[src/rtl/multi_port_ram.sv]
// Synchronous RAM with one byte-masked write port and two registered read ports.
// A post-reset sweep clears every word, so contents are defined without initial blocks.
module multi_port_ram #(
  parameter int DATA_WIDTH = 32,
  parameter int ADDR_WIDTH = 5,
  parameter bit BYPASS     = 1'b1,
  parameter bit ZERO_REG   = 1'b1
) (
  input  logic                    clk,
  input  logic                    rst,
  input  logic                    we,
  input  logic [DATA_WIDTH/8-1:0] wByteEn,
  input  logic [ADDR_WIDTH-1:0]   wAddr,
  input  logic [DATA_WIDTH-1:0]   dataIn,
  input  logic                    reA,
  input  logic [ADDR_WIDTH-1:0]   rAddrA,
  input  logic                    reB,
  input  logic [ADDR_WIDTH-1:0]   rAddrB,
  output logic [DATA_WIDTH-1:0]   qA,
  output logic [DATA_WIDTH-1:0]   qB,
  output logic                    busy,
  output logic                    dbg_state
);

  localparam int DEPTH  = 2 ** ADDR_WIDTH;
  localparam int NBYTES = DATA_WIDTH / 8;
  localparam logic [ADDR_WIDTH-1:0] LAST_ADDR = ADDR_WIDTH'(DEPTH - 1);

  typedef enum logic {CLEAR = 1'b0, READY = 1'b1} state_t;

  state_t                  state;
  logic [ADDR_WIDTH-1:0]   clr_addr;
  logic [DATA_WIDTH-1:0]   mem [DEPTH];

  logic                    wr_drop;
  logic                    wr_fire;
  logic [DATA_WIDTH-1:0]   wr_old;
  logic [DATA_WIDTH-1:0]   wr_merged;
  logic [DATA_WIDTH-1:0]   rd_a_next;
  logic [DATA_WIDTH-1:0]   rd_b_next;

  assign dbg_state = state;

  // Access contract: a write or read is accepted on an edge only while busy is low;
  // while busy is high, we/reA/reB are ignored and qA/qB hold their reset value.
  always_comb begin
    wr_drop   = ZERO_REG && (wAddr == '0);
    wr_fire   = (state == READY) && we && (|wByteEn) && !wr_drop;
    wr_old    = mem[wAddr];
    wr_merged = wr_old;
    for (int i = 0; i < NBYTES; i++) begin
      if (wByteEn[i]) wr_merged[8*i +: 8] = dataIn[8*i +: 8];
    end
  end

  // Each port picks zero-word, forwarded write data, or the stored word before the register.
  always_comb begin
    rd_a_next = mem[rAddrA];
    if (ZERO_REG && (rAddrA == '0)) begin
      rd_a_next = '0;
    end else if (BYPASS && wr_fire && (rAddrA == wAddr)) begin
      rd_a_next = wr_merged;
    end
  end

  always_comb begin
    rd_b_next = mem[rAddrB];
    if (ZERO_REG && (rAddrB == '0)) begin
      rd_b_next = '0;
    end else if (BYPASS && wr_fire && (rAddrB == wAddr)) begin
      rd_b_next = wr_merged;
    end
  end

  // Storage has no reset; while rst is held the FSM sits in CLEAR at address 0,
  // so the only write possible is a zero to word 0.
  always_ff @(posedge clk) begin
    if (state == CLEAR) begin
      mem[clr_addr] <= '0;
    end else if (wr_fire) begin
      mem[wAddr] <= wr_merged;
    end
  end

  always_ff @(posedge clk or posedge rst) begin
    if (rst) begin
      state    <= CLEAR;
      clr_addr <= '0;
      busy     <= 1'b1;
      qA       <= '0;
      qB       <= '0;
    end else begin
      case (state)
        CLEAR: begin
          clr_addr <= clr_addr + 1'b1;
          if (clr_addr == LAST_ADDR) begin
            state <= READY;
            busy  <= 1'b0;
          end
        end
        READY: begin
          if (reA) qA <= rd_a_next;
          if (reB) qB <= rd_b_next;
        end
        default: begin
          state <= CLEAR;
          busy  <= 1'b1;
        end
      endcase
    end
  end

endmodule

[config.mk]
export PLATFORM = sky130hd
export DESIGN_NAME = multi_port_ram
export DESIGN_NICKNAME = d
export VERILOG_FILES = /design/src/rtl/multi_port_ram.sv
export SDC_FILE = /design/constraint.sdc
export NUM_CORES = 2
export LEC_CHECK = 0
export CAP_MARGIN = 30
export CORE_UTILIZATION = 30
export DETAILED_ROUTE_END_ITERATION = 10
export MAX_ROUTING_LAYER = met4
export SLEW_MARGIN = 30
export SYNTH_ARGS = -nofsm -noshare
export SYNTH_HDL_FRONTEND = slang
export SYNTH_SLANG_ARGS = --single-unit
[constraint.sdc]
create_clock -name clk -period 10.55 [get_ports clk]
set_input_delay 2.11 -clock clk [delete_from_list [all_inputs] [get_ports clk]]
set_output_delay 2.11 -clock clk [all_outputs]
set_load 0.005 [all_outputs]
==> impl_metrics.ini <==
[global_route]
grt_first_pass_wirelength_um = 318000
grt-ovfl-total = 0
grt_pass1_vias = 40000
grt_max_degree = 109
gr-usage-all-layers = 0.225
grt_antenna_before_repair = 5

[logic_synthesis]
netlist_instances = 3895
async_reset_ff_frac = 0.0648
synth_warnings = 0
synth_top_area_share = 0.507
yosysTopAreaCell = edfxtp_1
synth_cell_types = 64
synth_edf_count = 1024
synth_seq_cells = 1095
synthesis.nets = 3953
avgSynthCellArea_um2 = 15.6
yosys-top-cells-area = edfxtp_1, mux4_2, mux2i_1
synth.most_common_cell = edfxtp_1
synth_common_cells = edfxtp_1, mux2i_1, mux4_2, a22oi_1, a21oi_1
synthesis.area_mm2 = 0.0606
synth_seq_area_share = 0.537
ys.flop_type = edfxtp_1

[critical_path]
rr_endpoint = qA[26]
worstPathArrival_ns = 6.50
rrSetupSlack_ns = 6.62
crit_fanout = 37
r2r_start = dbg_state
r2r_cells = 7
crit_required_ns = 11.00
startpoint_type = input pin
worstSetupPathType = in -> reg
end_kind = flip-flop

[clock_network]
cts_resized = 0
clock-sinks = 1095
hold_buffers = 0
cts_tree = done
root_buffer = clkbuf_16
clk_pin_slew_worst_paths_ns = 0.06
cts_setup_buffers = 0
cts_buffers = 118
clock_latency_ns = 0.78
cts_max_level = 3
cts.path.max_buffers = 3

[worst_hold_path]
holdPathStages = 2
hold_start = qB[26]
whs_endpoint = qB[26]
hold_path_class = reg -> reg

[place]
port_buffers = 121
place_congestion = 0.914
dp_hpwl_um = 144000

[timing]
finClkSkew_ns = 0.0630
finalSetupViolCount = 0
finalHoldViolations = 0
worst_slew_pin_slew_ns = 1.14
slew_headroom = 0.235
fin_crit_sh = 0.573
max_freq_ghz = 0.165
rsz0062_at_grt = false
tns_ns = 0
finalMaxSlewViolations = 0
final.min_clock_period_ns = 6.05

[job]
drv_cap = 0

[cells_and_area]
area_growth_pct = 13.9
drive_above_1_share = 0.256
nNetsFinal = 3991

[floorplanning]
row_count = 164
die_h_um = 452
dieArea_mm2 = 0.204
core_area_mm2 = 0.200
ios = 122
die_w_um = 452
initial_utilization = 0.303

[drt]
drc = 0
wl_per_cell_um = 34.2
postRouteAntennaNets = 0
dr.pass1.iters = 6
num_vias = 41200
routed_wl_um = 229000
vias_per_cell = 6.15
drt_iter0_drc = 5628

[power_and_ir_drop]
p_per_area_mw_per_mm2 = 151
power_w = 0.0105
ir_drop_uv = 165
p_leak_nw = 22.9

[status]
outcome = completed
[layout make-up]
| cell class | count | area [um2] |
|---|---|---|
| Fill cell | 19100 | 131000 |
| Multi-Input combinational cell | 2431 | 26700 |
| Timing Repair Buffer | 275 | 2590 |
| Clock inverter | 53 | 552 |
| Tap cell | 2656 | 3320 |
| Inverter | 12 | 48.8 |
| Clock buffer | 168 | 3280 |
| Sequential cell | 1095 | 32500 |
| Antenna cell | 8 | 20.0 |
[worst max-delay path, stage by stage]
cell and delay (ns):
buf_4 0.29, buf_4 0.36, buf_4 0.58, nor2b_4 0.26
buf_4 0.46, buf_4 0.62, a22oi_1 0.15, a21oi_1 0.77
or4_4 0.30, o21a_1 0.11, nor2_1 0.04, buf_4 0.28
[cell families after synthesis]
group / Yosys count / share of synthesized area
AND/OR/NAND/NOR: 555 / 0.0470
adder cells (fa/ha/maj): 2 / 0.000413
XOR/XNOR: 13 / 0.00188
flip-flops: 1095 / 0.537
AO/OA/AOI/OAI: 746 / 0.0864
multiplexers: 1115 / 0.295
buffers and inverters: 369 / 0.0329
[metal layers]
layer,part of all wire,wire length (um),vias up,GRT usage
li1,-,-,16300,-
met1,0.37,85300,21600,0.278
met2,0.47,108000,2691,0.350
met3,0.10,23600,523,0.0483
met4,0.055,12500,0,0.110
met5,0,0,-,-
[cell usage in the layout (no fill, tap or decap), types with 15 or more instances in the layout]
master / instances
nor4_2: 19
a32o_1: 15
a22o_1: 36
o31ai_1: 25
clkbuf_8: 15
nand2_1: 177
o21ai_0: 22
o211ai_1: 25
mux4_2: 531
clkbuf_1: 36
clkinv_2: 18
dfrtp_1: 70
clkdlybuf4s50_1: 108
buf_4: 139
nor2_4: 36
nor2b_1: 44
mux2_2: 25
clkbuf_16: 118
nor3_1: 22
a21oi_1: 184
a22oi_1: 231
nor2_1: 77
and2_1: 68
mux2i_1: 556
nand3_1: 49
clkinv_1: 19
a211oi_1: 119
edfxtp_1: 1024
[flip-flops by register name, indices dropped and copies added, names as in the netlist]
signal     cells
qA            32
qB            32
busy           1
mem         1024
dbg_state      1
clr_addr       5
[worst max-delay path by stage]
stage	startpoint	endpoint	slack [ns]	depth (start not counted)
2_1_floorplan	wAddr[0]	mem[10][0]	5.14	9
3_3_place_gp	wAddr[1]	mem[16][2]	3.91	11
3_5_place_dp	wAddr[2]	mem[3][27]	3.96	11
4_1_cts	wAddr[2]	mem[3][27]	4.72	11
5_1_grt	wByteEn[3]	mem[25][10]	4.52	8
6_report	wAddr[2]	mem[10][5]	4.50	12
[power by group]
part,internal (W),switching (W),total [W]
clock network,0.00232,0.00182,0.00414
registers,0.00485,0.0000724,0.00493
logic,0.000526,0.000862,0.00139
[through the flow]
| stage | instances | cell area, um2 | hold WS [ns] | setup slack (ns) | util |
|---|---|---|---|---|---|
| floorplan | 3895 | 60600 | 0.467 | 5.14 | - |
| global placement | 6460 | 65000 | 0.467 | 3.91 | 0.324 |
| detailed placement | 6462 | 65000 | 0.470 | 3.96 | 0.325 |
| CTS | 6683 | 68800 | 0.484 | 4.72 | 0.344 |
| global route | 6695 | 69000 | 0.504 | 4.52 | 0.345 |
| finish | 6698 | 69000 | 0.480 | 4.50 | 0.345 |
(Power assumes the default switching activity.)
